--- src/rtl/sram_1kx1_ctrl.sv ---
// Request/ack sequencer for a bank of WIDTH 1Kx1 SRAM parts; write latency 2+WE_CYCLES (+RD_CYCLES with verify), read RD_CYCLES.
// Backpressure: busy from acceptance through ack; req is only sampled in IDLE, one request in flight.
// Optional write-verify readback is compiled in with `define SRAM_CTRL_VERIFY_EN.
module sram_1kx1_ctrl #(
  parameter int WIDTH     = 32,
  parameter int WE_CYCLES = 2,
  parameter int RD_CYCLES = 2
) (
  input  logic             clk,
  input  logic             reset_n,
  input  logic             req,
  input  logic             wr,
  input  logic [9:0]       addr,
  input  logic [WIDTH-1:0] wdata,
  output logic             ack,
  output logic             busy,
  output logic [WIDTH-1:0] rdata,
  output logic [9:0]       ram_a,
  output logic             ram_ce_n,
  output logic             ram_we_n,
  output logic [WIDTH-1:0] ram_di,
  input  logic [WIDTH-1:0] ram_do,
  output logic             verify_err
);

  localparam logic [3:0] WE_LOAD = 4'(WE_CYCLES - 1);
  localparam logic [3:0] RD_LOAD = 4'(RD_CYCLES - 1);

  typedef enum logic [2:0] {
    S_IDLE   = 3'd0,
    S_SETUP  = 3'd1,
    S_WPULSE = 3'd2,
    S_WHOLD  = 3'd3,
    S_VWAIT  = 3'd4,
    S_RWAIT  = 3'd5,
    S_DONE   = 3'd6
  } state_t;

  state_t           state_q, state_d;
  logic [3:0]       cnt_q, cnt_d;
  logic [9:0]       ram_a_q, ram_a_d;
  logic [WIDTH-1:0] ram_di_q, ram_di_d;
  logic [WIDTH-1:0] rdata_q, rdata_d;
  logic             ram_ce_n_q, ram_ce_n_d;
  logic             ram_we_n_q, ram_we_n_d;
  logic             ack_q, ack_d;
  logic             busy_q, busy_d;

  // State register
  always_ff @(posedge clk or negedge reset_n) begin
    if (!reset_n) begin
      state_q <= S_IDLE;
      cnt_q   <= 4'd0;
    end else begin
      state_q <= state_d;
      cnt_q   <= cnt_d;
    end
  end

  // Next-state logic; cnt counts down the remaining cycles of a timed state
  always_comb begin
    state_d = state_q;
    cnt_d   = cnt_q;
    case (state_q)
      S_IDLE: begin
        if (req) begin
          if (wr) begin
            state_d = S_SETUP;
          end else begin
            state_d = S_RWAIT;
            cnt_d   = RD_LOAD;
          end
        end
      end
      S_SETUP: begin
        state_d = S_WPULSE;
        cnt_d   = WE_LOAD;
      end
      S_WPULSE: begin
        if (cnt_q == 4'd0) state_d = S_WHOLD;
        else               cnt_d   = cnt_q - 4'd1;
      end
      S_WHOLD: begin
`ifdef SRAM_CTRL_VERIFY_EN
        state_d = S_VWAIT;
        cnt_d   = RD_LOAD;
`else
        state_d = S_DONE;
`endif
      end
`ifdef SRAM_CTRL_VERIFY_EN
      S_VWAIT: begin
        if (cnt_q == 4'd0) state_d = S_DONE;
        else               cnt_d   = cnt_q - 4'd1;
      end
`endif
      S_RWAIT: begin
        if (cnt_q == 4'd0) state_d = S_DONE;
        else               cnt_d   = cnt_q - 4'd1;
      end
      S_DONE:  state_d = S_IDLE;
      default: state_d = S_IDLE;
    endcase
  end

  // Strobes are registered from the next state so they change on the same edge as the state
  always_comb begin
    ram_ce_n_d = 1'b1;
    ram_we_n_d = 1'b1;
    ack_d      = 1'b0;
    busy_d     = 1'b1;
    case (state_d)
      S_IDLE:   busy_d     = 1'b0;
      S_SETUP:  ram_ce_n_d = 1'b0;
      S_WPULSE: begin
        ram_ce_n_d = 1'b0;
        ram_we_n_d = 1'b0;
      end
      S_WHOLD:  ram_ce_n_d = 1'b0;
      S_VWAIT:  ram_ce_n_d = 1'b0;
      S_RWAIT:  ram_ce_n_d = 1'b0;
      S_DONE:   ack_d      = 1'b1;
      default:  busy_d     = 1'b0;
    endcase
  end

  // Address and write data change only on acceptance, never inside a WE pulse
  always_comb begin
    ram_a_d  = ram_a_q;
    ram_di_d = ram_di_q;
    rdata_d  = rdata_q;
    if (state_q == S_IDLE && req) begin
      ram_a_d  = addr;
      ram_di_d = wdata;
    end
    if (state_q == S_RWAIT && cnt_q == 4'd0) begin
      rdata_d = ram_do;
    end
  end

  always_ff @(posedge clk or negedge reset_n) begin
    if (!reset_n) begin
      ram_a_q    <= 10'd0;
      ram_di_q   <= '0;
      rdata_q    <= '0;
      ram_ce_n_q <= 1'b1;
      ram_we_n_q <= 1'b1;
      ack_q      <= 1'b0;
      busy_q     <= 1'b0;
    end else begin
      ram_a_q    <= ram_a_d;
      ram_di_q   <= ram_di_d;
      rdata_q    <= rdata_d;
      ram_ce_n_q <= ram_ce_n_d;
      ram_we_n_q <= ram_we_n_d;
      ack_q      <= ack_d;
      busy_q     <= busy_d;
    end
  end

`ifdef SRAM_CTRL_VERIFY_EN
  logic verify_err_q, verify_err_d;

  // Sticky until reset; readback is compared against the data just written
  always_comb begin
    verify_err_d = verify_err_q;
    if (state_q == S_VWAIT && cnt_q == 4'd0 && ram_do != ram_di_q) begin
      verify_err_d = 1'b1;
    end
  end

  always_ff @(posedge clk or negedge reset_n) begin
    if (!reset_n) verify_err_q <= 1'b0;
    else          verify_err_q <= verify_err_d;
  end

  assign verify_err = verify_err_q;
`else
  assign verify_err = 1'b0;
`endif

  assign ack      = ack_q;
  assign busy     = busy_q;
  assign rdata    = rdata_q;
  assign ram_a    = ram_a_q;
  assign ram_ce_n = ram_ce_n_q;
  assign ram_we_n = ram_we_n_q;
  assign ram_di   = ram_di_q;

endmodule

--- config.mk ---
export PLATFORM = sky130hd
export DESIGN_NAME = sram_1kx1_ctrl
export DESIGN_NICKNAME = d
export VERILOG_FILES = /design/src/rtl/sram_1kx1_ctrl.sv
export SDC_FILE = /design/constraint.sdc
export NUM_CORES = 1
export LEC_CHECK = 0
export CORE_MARGIN = 1
export CORE_UTILIZATION = 30
export CTS_CLUSTER_DIAMETER = 200
export DETAILED_ROUTE_END_ITERATION = 8
export GPL_TIMING_DRIVEN = 0
export PLACE_DENSITY = 0.7
export SLEW_MARGIN = 25
export SYNTH_ARGS = -nofsm -noshare
export SYNTH_HDL_FRONTEND = slang
export SYNTH_SLANG_ARGS = --single-unit
export TNS_END_PERCENT = 10
--- constraint.sdc ---
create_clock -name clk -period 4.8 [get_ports clk]
set_input_delay 0.48 -clock clk [delete_from_list [all_inputs] [get_ports clk]]
set_output_delay 0.48 -clock clk [all_outputs]
set_load 0.02 [all_outputs]
[After elaboration in Yosys (flattened, before gate mapping)]
Index checks and enable logic that the tools add are counted.
Storage, ports and cells
  flip-flop bits (word level): 85
  bits of input ports: 78
  word-level logic and storage cells: 45
Operators by class
  $add $sub $neg: 1
  equality and inequality tests: 13
  mux-type cells: 13
  reductions and logical operators: 9
Operators by type and width (number)
  case mux 3 bit (5 select lines): 1
  == test 3 x 2 -> 1 bit (second input constant): 4
  == test 3 bit (second input constant): 4
  two-way mux 3 bit: 4
  two-way mux 4 bit: 3
  case mux 4 bit (3 select lines): 1
  == test 3 x 1 -> 1 bit (second input constant): 2
  != test 2 bit (second input constant): 3
  OR reduction 6 bit: 1
  OR reduction 5 bit: 1
  logical NOT 4 bit: 1
  two-way mux 1 bit: 4
  AND reduction 4 bit: 1
  subtractor 4 x 1 -> 4 bit (second input constant): 1
  logical NOT 3 bit: 1
  nonzero test 3 bit: 1
  logical AND 1 bit: 2
  OR reduction 2 bit: 1

[Logic depth before layout (Yosys ltp)]
  word-level depth: 6
  gate-level depth with buffers: 7
  depth with buffers taken out: 5

[Least setup slack after synthesis]
Ideal clock, no wire load.
  path type: register -> register
  from: reg cnt_q[0]
  to: reg rdata_q[10], in the netlist rdata[10]
  arrival time: 1.703 ns
  required time: 4.675 ns
  path slack: 2.972 ns
  stages on the path, launching flop included: 8
  buffers on the path: 2
  period minus slack after synthesis: 1.828 ns
  path through: dfrtp_1 -> inv_1 -> ha_1 -> or3b_1 -> buf_6 -> nor2_8 -> buf_12 -> mux2_4
Between the ends
  word-level cells in the longest chain between the ends: 2
RTL lines
  start, declared: line 40  | logic [3:0] cnt_q, cnt_d;
  start signal, assigned: line 56  | cnt_q <= cnt_d;
  logical NOT 4 bit: line 136  | if (state_q == S_RWAIT && cnt_q == 4'd0) begin
  logical AND 1 bit: line 136
  end signal, assigned: line 153  | rdata_q <= rdata_d;
  end, declared: line 43  | logic [WIDTH-1:0] rdata_q, rdata_d;
Every way passes these cells.
A chain may end at the register's enable or synchronous reset.

[Final worst setup path]
  from: reg cnt_q[0]
  to: reg rdata_q[9], in the netlist rdata[9]
Same word-level chain as after synthesis.

==> impl_metrics.ini <==
[global_route]
grt.met3_usage_pct = 3.94
grt_use_met1_pct = 18.1
grt_pass1_vias = 2609
grt_pass1_wl_mm = 13.6
grt.busiest_layer = met2
grt_use_met2_pct = 22.2
antenna_found_initial = 0
grt_util_all_layers_pct = 14.2
gr-total-overflow = 0
grt_start_max_net_pins = 71

[power]
power.internal_mw = 2.46
p_sw_mw = 1.27
p_clk_share_pct = 18.7
switching_share_pct = 34.0
seqPwrFrac_pct = 32.9
combPwrFrac_pct = 48.4
power_density_mw_per_mm2 = 661
p_leak_nw = 2.39
vdd_drop_max_mv = 0.278

[sta]
tightest_slew_ns = 0.714
min_period_ns = 2.01
relSlewSlack_pct = 52.3
finalCritPeriodShare_pct = 41.8
timing.final.hold_violations = 0
final-max-slew-violation-count = 0
setup_viol = 0
setup_tns_ns = 0
finalClockSkew_ns = 0.00514
rsz0062_at_grt = false
max_freq_mhz = 498

[cts]
cts_setup_buffers = 0
cts_buffer_depth = 2
cts_sinks = 85
cts_hold_buf = 1
clock_latency_ns = 0.33
ctsResizeCount = 0
cts-buffers-inserted = 9
clk_pin_slew_ns = 0.06
htreeDepth = 3
cts_tree = yes
clock-root-buffer = clkbuf_16

[hold_path]
holdPathStages = 1
hold_path_class = reg -> reg
hold_start = ram_di[11]$_DFFE_PN0P_
hold_end = ram_di[11]$_DFFE_PN0P_

[run_status]
outcome = finished with violations
violations = DRC

[routing]
drtAntennaViolNets = 0
routed_wl_mm = 8.21
first_iter_violations = 108
via_per_inst = 4.47
dr.pass1.iters = 6
wire_per_inst_um = 15.3
dr_total_vias = 2407
drcViolationCount = 26

[logic_synthesis]
synth.distinct_cells = 39
yosys_warnings = 0
synthCells = 222
yosysSeqAreaShare_pct = 59.8
syn_nets = 302
synth-seq-cells = 85
syn_area_per_cell_um2 = 16.1
synth_area_mm2 = 0.00356

[layout]
nFillCells = 1020
final_area_mm2 = 0.00563
areaGrowthSynthToFinish_pct = 58.1
fin_cells = 538
diodes = 0
layout-drive-gt1-share_pct = 26.8
num-nets-final = 470

[floorplan]
dieArea_mm2 = 0.0123
dieWidth_um = 111
row_count = 39
coreArea_mm2 = 0.0115
die_h_um = 111
start_util_pct = 30.9
boundaryPins = 157

[setup_path]
r2r-start = cnt_q[0]$_DFFE_PN0P_
start_kind = flip-flop
rr_endpoint = rdata[9]$_DFFE_PN0P_
reg2reg_slack_ns = 2.79
required_ns = 5.02
end_kind = flip-flop
reg2reg_depth = 7
path_class = reg -> reg
cp_max_fo = 10
cp.arrival_ns = 2.22

[placement]
dpl-instance-area_mm2 = 0.00532
place.gp.congestion = 0.794
hpwlAfterDp_mm = 5.92
dp.cells = 521
port_buffers = 155

[flow_run]
cap_violations = 0
==> registers in the layout, indices dropped and copies added (netlist names) <==
signal / cells
ram_we_n: 1
busy: 1
ram_di: 32
ram_a: 10
cnt_q: 4
rdata: 32
ack: 1
ram_ce_n: 1
state_q: 3
==> per-stage QoR <==
| step | total power, mW | utilization [%] | hold WS, ns | worst slack [ns] |
|---|---|---|---|---|
| 2_1_floorplan | 2.22 | - | 0.184 | 2.97 |
| 3_3_place_gp | 3.00 | 46.0 | 0.488 | 0.217 |
| 3_5_place_dp | 3.05 | 46.2 | 0.323 | 2.65 |
| 4_1_cts | 3.77 | 48.9 | 0.508 | 2.78 |
| 5_1_grt | 3.92 | 48.9 | 0.518 | 2.71 |
| 6_report | 3.72 | 48.9 | 0.505 | 2.79 |
==> worst max path at each step <==
stage / start / endpoint / cells past startpoint
global placement: reset_n / rdata[13]$_DFFE_PN0P_ / 1
CTS: cnt_q[0]$_DFFE_PN0P_ / rdata[9]$_DFFE_PN0P_ / 7
global route: cnt_q[1]$_DFFE_PN0P_ / rdata[9]$_DFFE_PN0P_ / 7
detailed placement: req / ram_a[0]$_DFFE_PN0P_ / 5
finish: cnt_q[0]$_DFFE_PN0P_ / rdata[9]$_DFFE_PN0P_ / 7
floorplan: cnt_q[0]$_DFFE_PN0P_ / rdata[10]$_DFFE_PN0P_ / 7
==> synth_stat cells <==
cell type  count  area, µm²
a21boi_0       1       7.51
a21o_1         1       7.51
a22o_1         1       8.76
and2_1         1       6.26
and3b_1        1       8.76
buf_12         3       60.1
buf_2          3       15.0
buf_4          4       30.0
buf_6          1       11.3
clkbuf_1       3       11.3
conb_1         1       3.75
dfrtp_1       83       2080
dfstp_2        2       52.6
ha_1           2       25.0
inv_1          4       15.0
mux2_2        44        495
mux2_4        30        450
mux2i_1        2       20.0
nand2_1        3       11.3
nand2b_1       2       12.5
nand3b_1       3       22.5
nor2_1         1       3.75
nor2_8         1       20.0
nor2b_1        1       6.26
nor3_1         2       10.0
nor3b_1        2       15.0
o2111ai_1      2       17.5
o211ai_1       1       7.51
o21a_1         2       15.0
o21ai_0        3       15.0
o21bai_1       1       7.51
o221ai_1       3       26.3
o2bb2ai_1      1       8.76
o311ai_0       1       8.76
o31a_1         1       8.76
o32ai_1        1       8.76
or2b_1         2       15.0
or3b_1         1       8.76
xor2_1         1       8.76
==> placed cells by master, fill, tap and decap left out, types with 3 or more instances in the layout <==
master / count
mux2_4: 30
buf_12: 3
clkbuf_16: 9
dfrtp_1: 83
mux2_2: 44
buf_4: 4
o221ai_1: 3
nand2_1: 3
buf_2: 3
clkdlybuf4s50_1: 154
clkinvlp_4: 3
o21ai_0: 3
clkbuf_1: 3
inv_1: 4
nand3b_1: 3
==> routing by layer <==
metal  wire [µm]  vias up
li1            -     1120
met1        3600     1186
met2        3870       86
met3         539       15
met4         201        0
met5           0        -
==> worst max-delay path, cell delays in order (launching register included) <==
cell and delay (ns):
dfrtp_1 0.39, inv_1 0.10, ha_1 0.17, or3b_1 0.36
buf_6 0.15, nor2_8 0.21, buf_12 0.18, mux2_4 0.31
==> layout make-up <==
| type | count | area (µm²) | area share (%) |
|---|---|---|---|
| clock buffers | 10 | 239 | 4.24 |
| repair buffers | 157 | 1590 | 28.2 |
| plain buffers | 14 | 128 | 2.27 |
| well taps | 143 | 179 | 3.18 |
| flip-flops and latches | 85 | 2130 | 37.8 |
| clock inverters | 6 | 62.6 | 1.11 |
| multi-input cells | 119 | 1290 | 22.9 |
| inverters | 4 | 15.0 | 0.266 |
==> power groups by stage <==
stage	Combinational, mW	Sequential, mW	Clock [mW]
global route	1.90	1.27	0.751
floorplan	0.628	1.59	0
detailed placement	1.81	1.24	0
CTS	1.82	1.23	0.719
global placement	1.79	1.22	0
finish	1.80	1.22	0.697
==> logic make-up (layout without fill, tap and decap cells) <==
logic type | count (synthesis) | after routing | synth area share [%]
DFF | 85 | 85 | 59.8
muxes | 76 | 76 | 27.1
AOI/OAI and AO/OA | 19 | 19 | 4.14
buffers and inverters | 18 | 191 | 4.00
and+or+nand+nor | 20 | 20 | 3.93
xor gates and xnor gates | 1 | 1 | 0.246
other | 1 | 1 | 0.105
adders and majority gates | 2 | 2 | 0.702
(Power assumes the default switching activity.)
